==> config.mk <==
export PLATFORM = sky130hd
export DESIGN_NAME = stack_seq_flat
export DESIGN_NICKNAME = d
export VERILOG_FILES = /design/src/rtl/stack_pkg.sv /design/src/rtl/stack_seq_if.sv /design/src/rtl/stack_sp_reg.sv /design/src/rtl/stack_seq.sv /design/src/flat_wrapper.sv
export SDC_FILE = /design/constraint.sdc
export NUM_CORES = 1
export LEC_CHECK = 0
export BUFFER_PORTS_ARGS = -buffer_cell sky130_fd_sc_hd__clkbuf_2
export CAP_MARGIN = 5
export CORE_ASPECT_RATIO = 2
export CORE_MARGIN = 4
export CORE_UTILIZATION = 45
export CTS_BUF_LIST = sky130_fd_sc_hd__clkbuf_2
export CTS_CLUSTER_DIAMETER = 120
export DETAILED_ROUTE_END_ITERATION = 12
export HOLD_SLACK_MARGIN = 0.1
export MAX_ROUTING_LAYER = met4
export PLACE_DENSITY = 0.69
export SETUP_SLACK_MARGIN = 0.2
export SYNTH_ARGS = -nofsm -noshare
export SYNTH_HDL_FRONTEND = slang
export SYNTH_SLANG_ARGS = --single-unit
==> constraint.sdc <==
create_clock -name clk -period 4.1 [get_ports clk]
set_clock_uncertainty 0.2 [all_clocks]
set_input_delay 0.41 -clock clk [delete_from_list [all_inputs] [get_ports clk]]
set_output_delay 0.41 -clock clk [all_outputs]
set_load 0.01 [all_outputs]
==> src/rtl/stack_pkg.sv <==
// Shared definitions for the stack sequencer: opcodes, FSM states, byte-swap helper.
// Latency: none (types and constants only).
// Backpressure: not applicable.
package stack_pkg;

  localparam logic [2:0] OP_PUSH = 3'd0;
  localparam logic [2:0] OP_POP  = 3'd1;
  localparam logic [2:0] OP_XTHL = 3'd2;
  localparam logic [2:0] OP_SPHL = 3'd3;
  localparam logic [2:0] OP_RDSP = 3'd4;
  localparam logic [2:0] OP_NOP  = 3'd5;  // any encoding above OP_RDSP behaves as NOP

  // Memory port 1 read latency; the RD_A/RD_W/RD_D sequence is built around it.
  localparam int MEM_RD_LAT = 2;

  typedef enum logic [2:0] {
    ST_IDLE,
    ST_WR,
    ST_RD_A,
    ST_RD_W,
    ST_RD_D,
    ST_RSP
  } state_t;

  // Memory returns {mem[a], mem[a+1]}; the stack keeps words little-endian.
  function automatic logic [15:0] swap_bytes(input logic [15:0] w);
    return {w[7:0], w[15:8]};
  endfunction

endpackage

==> src/rtl/stack_seq_if.sv <==
// Decoder-to-sequencer request/response channel.
// Latency: none (wiring only).
// Backpressure: request side uses req_ready; response is a pulse with no backpressure.
interface stack_seq_if;
  logic        req_valid;
  logic        req_ready;
  logic [2:0]  req_op;
  logic [15:0] req_data;
  logic        rsp_valid;
  logic [15:0] rsp_data;

  modport master (output req_valid, req_op, req_data, input req_ready, rsp_valid, rsp_data);
  modport slave  (input req_valid, req_op, req_data, output req_ready, rsp_valid, rsp_data);
endinterface

==> src/rtl/stack_sp_reg.sv <==
// Stack pointer register with -2 / +2 / load datapath and optional bounds flag.
// Latency: updates visible the cycle after dec2/inc2/load is asserted.
// Backpressure: none; STACK_SEQ_BOUNDS_EN builds the sticky stk_err compare.
module stack_sp_reg #(
  parameter logic [15:0] STACK_LIMIT = 16'hC000
) (
  input  logic        clk,
  input  logic        reset,
  input  logic        dec2,
  input  logic        inc2,
  input  logic        load,
  input  logic [15:0] load_val,
  output logic [15:0] sp,
  output logic        stk_err
);

  logic [15:0] sp_dec;
  logic [15:0] sp_inc;

  assign sp_dec = sp - 16'd2;
  assign sp_inc = sp + 16'd2;

  // SP register; the FSM never asserts more than one update in a cycle.
  always_ff @(posedge clk) begin
    if (reset)     sp <= 16'h0000;
    else if (load) sp <= load_val;
    else if (dec2) sp <= sp_dec;
    else if (inc2) sp <= sp_inc;
  end

`ifdef STACK_SEQ_BOUNDS_EN
  logic pop_wraps;

  // SP of 0xFFFE or 0xFFFF carries out of 16 bits when incremented by 2.
  assign pop_wraps = &sp[15:1];

  // Sticky error: push dipping below the limit, or pop wrapping into the low region.
  always_ff @(posedge clk) begin
    if (reset)
      stk_err <= 1'b0;
    else if ((dec2 && (sp_dec < STACK_LIMIT)) ||
             (inc2 && pop_wraps && (sp_inc < STACK_LIMIT)))
      stk_err <= 1'b1;
  end
`else
  logic unused_limit;

  assign unused_limit = ^STACK_LIMIT;
  assign stk_err      = 1'b0;
`endif

endmodule

==> src/rtl/stack_seq.sv <==
// Stack sequencer: turns PUSH/POP/XTHL/SPHL/RDSP requests into stack memory traffic.
// Latency: response 1 cycle after accept (PUSH/SPHL/RDSP/NOP), 3 cycles for POP/XTHL.
// Backpressure: req_ready only in IDLE; response pulse cannot stall. STACK_SEQ_BOUNDS_EN enables stk_err.
module stack_seq
  import stack_pkg::*;
#(
  parameter logic [15:0] STACK_LIMIT = 16'hC000
) (
  input  logic         clk,
  input  logic         reset,
  stack_seq_if.slave   bus,
  output logic [15:0]  sp,
  output logic [15:0]  mem_raddr,
  input  logic [15:0]  mem_rdata,
  output logic         mem_wen0,
  output logic [15:0]  mem_waddr0,
  output logic [7:0]   mem_wdata0,
  output logic         mem_wen1,
  output logic [15:0]  mem_waddr1,
  output logic [7:0]   mem_wdata1,
  output logic         stk_err
);

  state_t      state;
  state_t      state_nxt;
  logic [2:0]  op_q;
  logic [15:0] data_q;
  logic [15:0] rd_word;
  logic        accept;
  logic        sp_dec2;
  logic        sp_inc2;
  logic        sp_load;

  assign accept  = bus.req_valid && (state == ST_IDLE);
  assign rd_word = swap_bytes(mem_rdata);

  stack_sp_reg #(.STACK_LIMIT(STACK_LIMIT)) u_sp (
    .clk      (clk),
    .reset    (reset),
    .dec2     (sp_dec2),
    .inc2     (sp_inc2),
    .load     (sp_load),
    .load_val (data_q),
    .sp       (sp),
    .stk_err  (stk_err)
  );

  // State register; reset aborts any operation in flight.
  always_ff @(posedge clk) begin
    if (reset) state <= ST_IDLE;
    else       state <= state_nxt;
  end

  // Capture the request and launch the read address one cycle ahead of RD_A.
  always_ff @(posedge clk) begin
    if (reset) begin
      op_q      <= OP_NOP;
      data_q    <= 16'h0000;
      mem_raddr <= 16'h0000;
    end else if (accept) begin
      op_q   <= bus.req_op;
      data_q <= bus.req_data;
      if (bus.req_op == OP_POP || bus.req_op == OP_XTHL)
        mem_raddr <= sp;
    end
  end

  // Next state plus all per-state outputs; everything idles at zero.
  always_comb begin
    state_nxt     = state;
    bus.req_ready = 1'b0;
    bus.rsp_valid = 1'b0;
    bus.rsp_data  = 16'h0000;
    mem_wen0      = 1'b0;
    mem_waddr0    = 16'h0000;
    mem_wdata0    = 8'h00;
    mem_wen1      = 1'b0;
    mem_waddr1    = 16'h0000;
    mem_wdata1    = 8'h00;
    sp_dec2       = 1'b0;
    sp_inc2       = 1'b0;
    sp_load       = 1'b0;

    case (state)
      ST_IDLE: begin
        bus.req_ready = 1'b1;
        if (bus.req_valid) begin
          case (bus.req_op)
            OP_PUSH:         state_nxt = ST_WR;
            OP_POP, OP_XTHL: state_nxt = ST_RD_A;
            default:         state_nxt = ST_RSP;
          endcase
        end
      end
      ST_WR: begin
        mem_wen0      = 1'b1;
        mem_waddr0    = sp - 16'd1;
        mem_wdata0    = data_q[15:8];
        mem_wen1      = 1'b1;
        mem_waddr1    = sp - 16'd2;
        mem_wdata1    = data_q[7:0];
        sp_dec2       = 1'b1;
        bus.rsp_valid = 1'b1;
        state_nxt     = ST_IDLE;
      end
      ST_RD_A: state_nxt = ST_RD_W;
      ST_RD_W: state_nxt = ST_RD_D;
      ST_RD_D: begin
        bus.rsp_valid = 1'b1;
        bus.rsp_data  = rd_word;
        if (op_q == OP_POP) begin
          sp_inc2 = 1'b1;
        end else begin
          // XTHL: old top already read; overwrite it with the new word in place.
          mem_wen0   = 1'b1;
          mem_waddr0 = sp + 16'd1;
          mem_wdata0 = data_q[15:8];
          mem_wen1   = 1'b1;
          mem_waddr1 = sp;
          mem_wdata1 = data_q[7:0];
        end
        state_nxt = ST_IDLE;
      end
      ST_RSP: begin
        bus.rsp_valid = 1'b1;
        case (op_q)
          OP_SPHL: sp_load      = 1'b1;
          OP_RDSP: bus.rsp_data = sp;
          default: ;
        endcase
        state_nxt = ST_IDLE;
      end
      default: state_nxt = ST_IDLE;
    endcase
  end

endmodule

==> src/flat_wrapper.sv <==
// flat-port wrapper written by rule: the top's interface ports become plain ports
module stack_seq_flat import stack_pkg::*;
#(
  parameter logic [15:0] STACK_LIMIT = 16'hC000
)
  (clk, reset, sp, mem_raddr, mem_rdata, mem_wen0, mem_waddr0, mem_wdata0, mem_wen1, mem_waddr1, mem_wdata1, stk_err, bus_req_valid, bus_req_op, bus_req_data, bus_req_ready, bus_rsp_valid, bus_rsp_data);
  stack_seq_if bus_i ();
  input  logic clk;
  input  logic reset;
  output logic [15:0] sp;
  output logic [15:0] mem_raddr;
  input  logic [15:0] mem_rdata;
  output logic mem_wen0;
  output logic [15:0] mem_waddr0;
  output logic [7:0] mem_wdata0;
  output logic mem_wen1;
  output logic [15:0] mem_waddr1;
  output logic [7:0] mem_wdata1;
  output logic stk_err;
  input wire logic [$bits(bus_i.req_valid)-1:0] bus_req_valid;
  input wire logic [$bits(bus_i.req_op)-1:0] bus_req_op;
  input wire logic [$bits(bus_i.req_data)-1:0] bus_req_data;
  output wire logic [$bits(bus_i.req_ready)-1:0] bus_req_ready;
  output wire logic [$bits(bus_i.rsp_valid)-1:0] bus_rsp_valid;
  output wire logic [$bits(bus_i.rsp_data)-1:0] bus_rsp_data;
  assign bus_i.req_valid = bus_req_valid;
  assign bus_i.req_op = bus_req_op;
  assign bus_i.req_data = bus_req_data;
  assign bus_req_ready = bus_i.req_ready;
  assign bus_rsp_valid = bus_i.rsp_valid;
  assign bus_rsp_data = bus_i.rsp_data;
  stack_seq #(.STACK_LIMIT(STACK_LIMIT)) u_core (.clk(clk), .reset(reset), .bus(bus_i), .sp(sp), .mem_raddr(mem_raddr), .mem_rdata(mem_rdata), .mem_wen0(mem_wen0), .mem_waddr0(mem_waddr0), .mem_wdata0(mem_wdata0), .mem_wen1(mem_wen1), .mem_waddr1(mem_waddr1), .mem_wdata1(mem_wdata1), .stk_err(stk_err));
endmodule
==> metrics.md, run 1 <==
| Metric | Value |
|---|---|
| Status | `finished, final reports clean` |
| Vias in the first global route | `4515` |
| Reg power frac | `44.1%` |
| Remaining antenna violation count | `0` |
| Maxcap violations | `0` |
| Int Power | `848 uW` |
| Met3 Use GR | `2.64%` |
| #FFs+latches synth | `54` |
| DIE WIDTH | `74.5 um` |
| Antenna cell count | `0` |
| CP delay by family, top | `simple AND/OR/NAND/NOR gates` |
| Grt ovf | `0` |
| GR met2 Demand/Resource | `between 40% and 50%` |
| Final Hold Fails | `0` |
| Critical Path RT | `approximately 3.5 ns` |
| Grt peak-use layer | `met2` |
| Nets | `739` |
| Via density | `6.01` |
| Detailed Routing Iterations Pass 1 | `7` |
| Synth Flop Type | `dfxtp_1` |
| I/O pin cnt | `139` |
| Period utilization | `90.0%` |
| FF-to-FF setup slack | `1.23 ns` |
| Number of synthesized flops with an enable pin | `0` |
| Core Footprint | `8650 um^2` |
| Root Buffer | `clkbuf_2` |
| Cell Chain, Critical Path | `nand4_4 -> nor4_1 -> and2_1 -> a221oi_1 -> a21oi_1 -> clkbuf_2` |
| WL/cell | `18.3 um` |
| Worst hold stages | `2` |
| Reg-to-reg endpoint | `u_core.u_sp.sp[12]` |
| CTS tree | `yes` |
| Synth top area share | `27.2%` |
| Total power | `1.36 mW` |
| Global-route wire length before repair | `23.1 mm` |
| Setup crit start kind | `flop` |
| Synth Instances | `a little under 600` |
| GPL Wtd Cong | `roughly 0.93` |
| Dominant cell type by area after synthesis | `dfxtp_1` |
| Switching share of power | `37.6%` |
| CTS buffer count | `5` |
| Max FO, Critical Path | `18` |
| Peak supply drop | `271 uV` |
| Setup CP Type | `flop to primary output` |
| Syn Std Cell Area | `3980 um^2` |
| Area contributors post-synth | `dfxtp_1, nand2_1, a21oi_1, o21ai_0, a22o_1` |
| Hold_ws | `about 0.27 ns` |
| Fillcell total | `between 800 and 900` |
| CP max-delay cell | `dfxtp_1` |
| Asr flop ratio synth | `0%` |
| Placed Cells incl. Taps | `769` |
| Htree depth | `2` |
| Setup_tns | `0 ns` |
| Crit end category | `primary output` |
| Comb power frac | `35.9%` |
| Met1 GRT Util | `32.5%` |
| Placed instance area | `4630 um^2` |
| Unrepaired setup endpoints after global routing | `true` |
| Min-delay src | `u_core.mem_raddr[10]` |
| # DRC | `0` |
| Final WL | `about 15 mm` |
| Setup slack after layout | `0.408 ns` |
| # setup viols final | `0` |
| DIE AREA | `10500 um^2` |
| HPWL after DPL | `~11 mm` |
| Starting DRT DRC Count | `~520` |
| Port bufs | `137` |
| Worst Tran Pin Value | `1.14 ns` |
| Deepest clock path buffer count | `2` |
| GR Util All Layers | `28.3%` |
| Initial antenna violation count | `0` |
| Die Ht | `141 um` |
| Worst-path clk slew | `0.26 ns` |
| Final slew viol count | `0` |
| Clock Power Share | `19.9%` |
| Area delta synth->final | `23.7%` |
| Sequential share of the synthesized area | `roughly 27%` |
| CTS sink count | `54` |
| Initial Util | `a little under half` |
| Sw Pwr | `about 510 uW` |
| Netlist cell types | `63` |
| Final cell count without fillers | `797` |
| Path depth of the worst reg2reg path | `5` |
| CP bufs+invs | `1` |
| Min Tclk post-route | `3.69 ns` |
| Slowest Stage Delay on Critical Path | `0.95 ns` |
| Slew margin rel. | `24.1%` |
| Largest net degree at the start of global routing | `58` |
| Syn_nets | `622` |
| Share of cells above drive strength 1 | `26.0%` |
| Worst Path Arrival | `3.08 ns` |
| Hold endpoint | `u_core.mem_raddr[10]` |
| Hold WC Path Type | `flop to flop` |
| Vias | `4793` |
| PD cells | `around 280 nW/um^2` |
| Fmax | `271 MHz` |
| Mean post-synth cell area | `6.87 um^2` |
| Worst flop-to-flop path startpoint | `u_core.u_sp.sp[5]` |
| Place WS | `0.507 ns` |
| Number of core rows | `48` |
| Leak | `2.12 nW` |
| Clock latency on the worst-skew pair | `0.44 ns` |
| Design area | `about 4900 um^2` |
| Synth Warn # | `0` |
| Final core occ | `56.9%` |
[cells in the mapped netlist (7+ instances only)]
master	n
o21ai_0	39
inv_1	7
a22o_1	19
nand3_1	8
a211oi_1	8
buf_2	13
a31oi_1	11
clkbuf_1	41
dfxtp_1	54
nand2_1	119
nor3_1	15
nand4_1	8
and3_1	8
and2_1	23
nor2_1	33
a21oi_1	76
[cells in the final DEF, fill, tap and decap left out, drive strengths merged, types with 6 or more instances in the layout]
| master | Yosys | routed |
|---|---|---|
| nand2 | 120 | 120 |
| nand4 | 9 | 9 |
| xnor2 | 6 | 6 |
| a31oi | 11 | 11 |
| o21ai | 39 | 39 |
| nand3 | 8 | 8 |
| nor4 | 7 | 7 |
| clkbuf | 41 | 143 |
| a22o | 19 | 19 |
| dlygate4sd3 | 0 | 20 |
| dfxtp | 54 | 54 |
| and2 | 23 | 23 |
| and3 | 8 | 8 |
| nor3 | 16 | 16 |
| buf | 18 | 12 |
| a21oi | 76 | 76 |
| nor2 | 33 | 33 |
| inv | 7 | 7 |
| a211oi | 8 | 8 |
[worst min-delay path, cell delays in order (launching register included)]
cell	delay (ns)
dfxtp_1	0.37
nand2_1	0.05
a21oi_1	0.05
[cell families (layout without fill, tap and decap cells)]
group / after synthesis / in the layout / synth area share (%)
XOR/XNOR: 9 / 9 / 1.98
adder cells (fa/ha/maj): 5 / 5 / 1.57
other: 1 / 1 / 0.0942
buffers and inverters: 66 / 184 / 7.01
AO/OA/AOI/OAI: 185 / 185 / 28.7
AND/OR/NAND/NOR: 258 / 258 / 33.2
flip-flops: 54 / 54 / 27.2
multiplexers: 1 / 1 / 0.252
[metal layers]
metal / share of wire [%] / routed length (um)
met1: 37 / 5460
met2: 53 / 7750
met3: 5.7 / 836
met4: 3.8 / 552
met5: 0 / 0
[sequential cells by signal (all words and copies together) (netlist names)]
name	cells
u_core.mem_raddr	16
u_core.data_q	16
u_core.op_q	3
u_core.u_sp.sp	16
u_core.state	3
[how the worst max path moves through the flow]
stage / start / endpoint / slack (ns) / cells past startpoint
final: u_core.u_sp.sp[5] / mem_waddr0[15] / 0.41 / 6
after floorplan: u_core.u_sp.sp[2] / mem_waddr0[15] / 1.26 / 9
after global routing: u_core.u_sp.sp[5] / mem_waddr0[15] / 0.20 / 6
after detailed placement: u_core.u_sp.sp[0] / mem_waddr0[8] / 0.51 / 8
after CTS: u_core.u_sp.sp[4] / mem_waddr0[15] / 0.33 / 6
after global placement: u_core.u_sp.sp[0] / mem_waddr0[8] / 0.46 / 8
[power groups by stage]
| stage | combinational, mW | sequential (mW) | clock, mW |
|---|---|---|---|
| floorplan | 0.327 | 0.584 | 0 |
| global placement | 0.463 | 0.607 | 0 |
| detailed placement | 0.464 | 0.608 | 0 |
| CTS | 0.482 | 0.598 | 0.276 |
| global route | 0.537 | 0.605 | 0.292 |
| finish | 0.488 | 0.600 | 0.271 |
[area by class of cell]
cell class | instances | area, um^2 | share of cell area [%]
multi-input cells | 459 | 2640 | 53.7
flip-flops and latches | 54 | 1080 | 22.0
repair buffers | 169 | 976 | 19.8
well taps | 100 | 125 | 2.54
clock inverters | 2 | 37.5 | 0.763
clock buffers | 6 | 30.0 | 0.610
inverters | 7 | 26.3 | 0.534
[timing repair]
action | CTS | global route
hold endpoints to repair | 21 | 0
hold buffers | 20 | 0
setup buffers | 0 | 0
resized for setup | 1 | 5
setup endpoints to repair | 4 | 12
Note: power is estimated with default switching activity, not from simulation.
==> run 2, diff against run 1 <==
--- a/config.mk
+++ b/config.mk
@@ -5,17 +5,20 @@
 export SDC_FILE = /design/constraint.sdc
 export NUM_CORES = 1
 export LEC_CHECK = 0
+export ABC_CLOCK_PERIOD_IN_PS = 4100
 export BUFFER_PORTS_ARGS = -buffer_cell sky130_fd_sc_hd__clkbuf_2
 export CAP_MARGIN = 5
+export CELL_PAD_IN_SITES_DETAIL_PLACEMENT = 2
+export CELL_PAD_IN_SITES_GLOBAL_PLACEMENT = 2
 export CORE_ASPECT_RATIO = 2
 export CORE_MARGIN = 4
-export CORE_UTILIZATION = 45
+export CORE_UTILIZATION = 29
 export CTS_BUF_LIST = sky130_fd_sc_hd__clkbuf_2
 export CTS_CLUSTER_DIAMETER = 120
 export DETAILED_ROUTE_END_ITERATION = 12
 export HOLD_SLACK_MARGIN = 0.1
 export MAX_ROUTING_LAYER = met4
-export PLACE_DENSITY = 0.69
+export PLACE_DENSITY = 0.83
 export SETUP_SLACK_MARGIN = 0.2
 export SYNTH_ARGS = -nofsm -noshare
 export SYNTH_HDL_FRONTEND = slang
==> run 2 against run 1 <==
Cell count grew 7.8%. Routed wire length grew 26%. Register-to-register slack better by 0.02 ns. Sequential share of layout area is 0.47 points lower. First-iteration DRC count fell by 61%. Critical path depth rose by 2. Maximum frequency increased by 4.4%. Core utilization down 20 points. Largest power group unchanged. Via count rose by 3.5%. Setup slack improved by 0.16 ns.
==> metrics.md, run 2 (synthesis results as in run 1) <==
| Metric | Value |
|---|---|
| Status | `finished, final reports clean` |
| Slew margin rel. | `a little under 30%` |
| Vias | `4961` |
| Crit end category | `primary output` |
| Final core occ | `between 30% and 40%` |
| Path depth of the worst reg2reg path | `5` |
| Unrepaired setup endpoints after global routing | `false` |
| Placed instance area | `4750 um^2` |
| Core Footprint | `13400 um^2` |
| Htree depth | `2` |
| Most frequent cells in the layout | `clkbuf_2, nand2_1, a21oi_1` |
| Design area | `5020 um^2` |
| Initial antenna violation count | `1` |
| Worst Path Arrival | `2.93 ns` |
| Port bufs | `~140` |
| Clock latency on the worst-skew pair | `0.45 ns` |
| Worst-path clk slew | `0.28 ns` |
| Nets | `between 700 and 800` |
| FF-to-FF setup slack | `1.25 ns` |
| Worst Tran Pin Value | `1.06 ns` |
| Storage element area | `1080 um^2` |
| Final WL | `18.4 mm` |
| Area delta synth->final | `26.3%` |
| Vias in the first global route | `roughly 5400` |
| Root Buffer | `clkbuf_2` |
| Deepest clock path buffer count | `2` |
| HPWL after DPL | `13.9 mm` |
| Fillcell total | `1664` |
| Final Hold Fails | `0` |
| Leading cell type in the layout, fill and taps excluded | `clkbuf_2` |
| PD cells | `278 nW/um^2` |
| GR Util All Layers | `about a quarter` |
| Hold_ws | `between 0.2 and 0.3 ns` |
| Worst hold stages | `2` |
| Hold WC Path Type | `flop to flop` |
| Critical Path RT | `3.49 ns` |
| DIE AREA | `15800 um^2` |
| Final slew viol count | `0` |
| # DRC | `0` |
| Min Tclk post-route | `approximately 3.5 ns` |
| Largest registers | `u_core.data_q x16, u_core.mem_raddr x16, u_core.u_sp.sp x16` |
| DIE WIDTH | `90.8 um` |
| Detailed Routing Iterations Pass 1 | `4` |
| Number of core rows | `60` |
| Worst flop-to-flop path startpoint | `u_core.u_sp.sp[4]` |
| I/O pin cnt | `between 100 and 150` |
| CTS sink count | `between 50 and 60` |
| Share of cells above drive strength 1 | `26.3%` |
| Hold endpoint | `u_core.mem_raddr[11]` |
| CTS tree | `yes` |
| GPL Wtd Cong | `0.870` |
| Global-route wire length before repair | `29.7 mm` |
| Grt ovf | `0` |
| CTS buffer count | `5` |
| Largest net degree at the start of global routing | `35` |
| Maxcap violations | `0` |
| Period utilization | `86.2%` |
| Peak supply drop | `194 uV` |
| Die Ht | `around 170 um` |
| Reg-to-reg endpoint | `u_core.u_sp.sp[12]` |
| Initial Util | `29.6%` |
| Fmax | `283 MHz` |
| Setup crit start kind | `flop` |
| Setup slack after layout | `0.565 ns` |
| WL/cell | `21.5 um` |
| Starting DRT DRC Count | `202` |
| Leak | `2.14 nW` |
| Area of the multi-input gates | `2630 um^2` |
| Setup CP Type | `flop to primary output` |
| Place WS | `0.825 ns` |
| # setup viols final | `0` |
| Max FO, Critical Path | `20` |
| Min-delay src | `u_core.mem_raddr[11]` |
| Remaining antenna violation count | `0` |
| Setup_tns | `0 ns` |
| Via density | `5.78` |
==> run 2: cell count changes in the layout (fill, tap and decap cells not counted), sizes merged <==
cell      delta
clkinvlp     -1
buf          +6
clkbuf       +1
diode        +1
==> run 2: per-layer routing <==
layer / vias up / track usage [%] / wire (um)
met1: 2495 / 24.1 / 6820
met4: 0 / 9.63 / 570
met3: 31 / 1.43 / 541
li1: 2306 / - / -
met2: 129 / 46.3 / 10500
met5: - / - / 0
==> run 2: repair_timing <==
item                                    CTS  global route
hold endpoints to repair                 21             0
buffers inserted                          0             0
hold buffers                             20             0
endpoints found under the setup margin    0            19
resized for setup                         0             3
==> run 2: worst max-delay path by stage <==
stage	cells after the start	startpoint	end	slack [ns]
after floorplan	9	u_core.u_sp.sp[2]	mem_waddr0[15]	1.26
after global placement	6	u_core.u_sp.sp[3]	mem_waddr0[15]	0.89
after detailed placement	6	u_core.u_sp.sp[3]	mem_waddr0[15]	0.82
after CTS	6	u_core.u_sp.sp[3]	mem_waddr0[15]	0.25
after global routing	8	u_core.state[2]	mem_waddr0[9]	0.30
final	8	u_core.state[2]	mem_waddr0[9]	0.56
==> run 2: power breakdown <==
| group | switching [mW] | internal (mW) |
|---|---|---|
| clock network | 0.171 | 0.108 |
| registers | 0.0533 | 0.552 |
| logic | 0.318 | 0.193 |
==> run 2: cell type report <==
type                            count  share of cell area (%)
Inverter                            7                   0.523
Clock buffer                        7                   0.697
Tap cell                          155                    3.86
Multi-Input combinational cell    459                    52.4
Antenna cell                        1                  0.0498
Sequential cell                    54                    21.5
Timing Repair Buffer              175                    20.3
Clock inverter                      1                   0.598
==> run 2: metrics by stage <==
stage | instances | total power [mW]
after global routing | 859 | 1.48
after global placement | 830 | 1.09
after detailed placement | 830 | 1.11
final | 859 | 1.40
after CTS | 858 | 1.41
after floorplan | 579 | 0.911
==> run 2: worst max-delay path, stage by stage (launching register included) <==
cell and delay, ns:
dfxtp_1 0.60, nor3b_2 0.23, buf_4 0.26, nand2_1 0.52, buf_4 0.37, a21oi_1 0.11, o21ai_0 0.09, o21ai_0 0.12
clkbuf_2 0.17
==> run 3, diff against run 2 <==
--- a/config.mk
+++ b/config.mk
@@ -5,6 +5,7 @@
 export SDC_FILE = /design/constraint.sdc
 export NUM_CORES = 1
 export LEC_CHECK = 0
+export ABC_AREA = 1
 export ABC_CLOCK_PERIOD_IN_PS = 4100
 export BUFFER_PORTS_ARGS = -buffer_cell sky130_fd_sc_hd__clkbuf_2
 export CAP_MARGIN = 5
@@ -12,13 +13,13 @@
 export CELL_PAD_IN_SITES_GLOBAL_PLACEMENT = 2
 export CORE_ASPECT_RATIO = 2
 export CORE_MARGIN = 4
-export CORE_UTILIZATION = 29
+export CORE_UTILIZATION = 28
 export CTS_BUF_LIST = sky130_fd_sc_hd__clkbuf_2
 export CTS_CLUSTER_DIAMETER = 120
 export DETAILED_ROUTE_END_ITERATION = 12
 export HOLD_SLACK_MARGIN = 0.1
 export MAX_ROUTING_LAYER = met4
-export PLACE_DENSITY = 0.83
+export PLACE_DENSITY = 0.84
 export SETUP_SLACK_MARGIN = 0.2
 export SYNTH_ARGS = -nofsm -noshare
 export SYNTH_HDL_FRONTEND = slang
==> run 3 against run 2 <==
Sequential share of layout area rose by 0.83 points. Power rose by 75%. Clock power fell by 24%. Largest power group is now combinational cells.
==> metrics.md, run 3 <==
| Metric | Value |
|---|---|
| Root Buffer | `clkbuf_2` |
| Most frequent cells in the layout | `clkbuf_2, nand2_1, o21ai_0` |
| Min Tclk post-route | `3.50 ns` |
| Number of synthesized flops with an enable pin | `0` |
| Area delta synth->final | `24.6%` |
| PD cells | `507 nW/um^2` |
| Port bufs | `137` |
| Deepest clock path buffer count | `2` |
| Max FO, Critical Path | `11` |
| Via density | `roughly 5.4` |
| Syn Std Cell Area | `3880 um^2` |
| Setup CP Type | `flop to primary output` |
| CTS sink count | `54` |
| Maxcap violations | `0` |
| Crit end category | `primary output` |
| Leading cell type in the layout, fill and taps excluded | `clkbuf_2` |
| Setup slack after layout | `around 0.6 ns` |
| CTS buffer count | `5` |
| Remaining antenna violation count | `0` |
| Asr flop ratio synth | `0%` |
| Worst-path clk slew | `0.26 ns` |
| Netlist cell types | `37` |
| Final Hold Fails | `0` |
| Grt ovf | `0` |
| Largest registers | `u_core.data_q x16, u_core.mem_raddr x16, u_core.u_sp.sp x16` |
| Final core occ | `35.8%` |
| Path depth of the worst reg2reg path | `10` |
| GR Util All Layers | `24.7%` |
| Vias | `4908` |
| Synth top cells by count | `nand2_1, o21ai_0, nor2_1, inv_1, a21oi_1` |
| Status | `finished, final reports clean` |
| Design area | `4830 um^2` |
| Initial Util | `28.7%` |
| Final cell count without fillers | `917` |
| Clock latency on the worst-skew pair | `0.49 ns` |
| Largest net degree at the start of global routing | `42` |
| DIE WIDTH | `91.2 um` |
| Worst hold stages | `2` |
| Leak | `roughly 2.4 nW` |
| Setup crit start kind | `flop` |
| Peak supply drop | `181 uV` |
| Worst Path Arrival | `2.89 ns` |
| HPWL after DPL | `15.1 mm` |
| Htree depth | `2` |
| Core Footprint | `13500 um^2` |
| #FFs+latches synth | `54` |
| Hold WC Path Type | `flop to flop` |
| Placed instance area | `4570 um^2` |
| # setup viols final | `0` |
| Fillcell total | `roughly 1700` |
| Syn_nets | `671` |
| Area contributors post-synth | `dfxtp_1, o21ai_0, nand2_1, a21oi_1, nor2_1` |
| Count leader, synth | `nand2_1` |
| Starting DRT DRC Count | `167` |
| CTS tree | `yes` |
| Final slew viol count | `0` |
| DIE AREA | `15900 um^2` |
| GPL Wtd Cong | `0.902` |
| WL/cell | `~21 um` |
| Share of cells above drive strength 1 | `~22%` |
| Final WL | `19.2 mm` |
| Slew margin rel. | `24.2%` |
| Fmax | `285 MHz` |
| Critical Path RT | `3.49 ns` |
| Die Ht | `174 um` |
| Dominant cell type by area after synthesis | `dfxtp_1` |
| Initial antenna violation count | `1` |
| Synth Instances | `around 630` |
| Nets | `~800` |
| Detailed Routing Iterations Pass 1 | `4` |
| Synth Warn # | `0` |
| Placed Cells incl. Taps | `887` |
| Synth Flop Type | `dfxtp_1` |
| Vias in the first global route | `5382` |
| Period utilization | `85.4%` |
| I/O pin cnt | `between 100 and 150` |
| Synth top area share | `27.9%` |
| Number of core rows | `60` |
| Global-route wire length before repair | `30.2 mm` |
| Sequential share of the synthesized area | `~28%` |
| Worst Tran Pin Value | `1.14 ns` |
| Unrepaired setup endpoints after global routing | `false` |
| # DRC | `0` |
| Place WS | `1.19 ns` |
| Mean post-synth cell area | `6.17 um^2` |
| Setup_tns | `0 ns` |
run 3: cell type report:
type	instances	area, um^2	share of cell area (%)
sequential	54	1080	22.4
inverter	74	278	5.75
multi-input combinational	462	2300	47.6
antenna	1	2.50	0.0518
clock buffer	5	25.0	0.518
timing repair buffer	164	943	19.5
clock inverter	2	10.0	0.207
tap	155	194	4.01
run 3: kinds of logic (layout without fill, tap and decap cells):
group / after synthesis / after routing / synth area share (%)
adder cells (fa/ha/maj): 5 / 5 / 1.61
XOR/XNOR: 14 / 14 / 3.16
buffers and inverters: 112 / 245 / 12.8
flip-flops: 54 / 54 / 27.9
other: 1 / 2 / 0.0967
AND/OR/NAND/NOR: 256 / 256 / 29.2
AO/OA/AOI/OAI: 186 / 186 / 25.2
run 3: path summary, 6_finish.rpt:
kind	startpoint	endpoint	slack, ns
max	u_core.u_sp.sp[1]	mem_waddr1[9]	0.60
min	u_core.data_q[9]	u_core.data_q[9]	0.30
max reg2reg	u_core.u_sp.sp[1]	u_core.u_sp.sp[7]	1.40
min reg2reg	u_core.data_q[9]	u_core.data_q[9]	0.30
run 3: critical path: stages (launching register included):
cell	delay [ns]
dfxtp_1	0.52
clkinv_1	0.38
ha_1	0.37
nand2_1	0.16
inv_1	0.09
nand2_1	0.14
o21ai_0	0.13
a21oi_1	0.26
o21bai_1	0.19
clkbuf_2	0.18
run 3: what timing repair did:
item / in CTS / in global routing
hold buffers: 22 / 0
resized for setup: 0 / 0
endpoints found under the hold margin: 33 / 0
buffers inserted: 0 / 0
run 3: stage by stage:
step	power [mW]	hold slack (ns)
after CTS	2.47	0.298
final	2.45	0.296
after floorplan	1.66	0.241
after global routing	2.66	0.341
after detailed placement	2.23	0.271
after global placement	2.15	0.265
run 3: layer usage:
| layer | track usage (%) | share of wire, % | up-vias |
|---|---|---|---|
| li1 | - | - | 2326 |
| met1 | 24.7 | 36 | 2420 |
| met2 | 46.3 | 56 | 121 |
| met3 | 2.08 | 3.2 | 41 |
| met4 | 13.4 | 5.0 | 0 |
| met5 | - | 0 | - |
run 3: power breakdown:
group / internal, mW / switching, mW / total, mW / leakage (nW)
Clock: 0.0368 / 0.177 / 0.213 / 0.0286
Sequential: 0.609 / 0.111 / 0.720 / 0.442
Combinational: 0.463 / 1.05 / 1.51 / 1.88
Total: 1.11 / 1.34 / 2.45 / 2.35
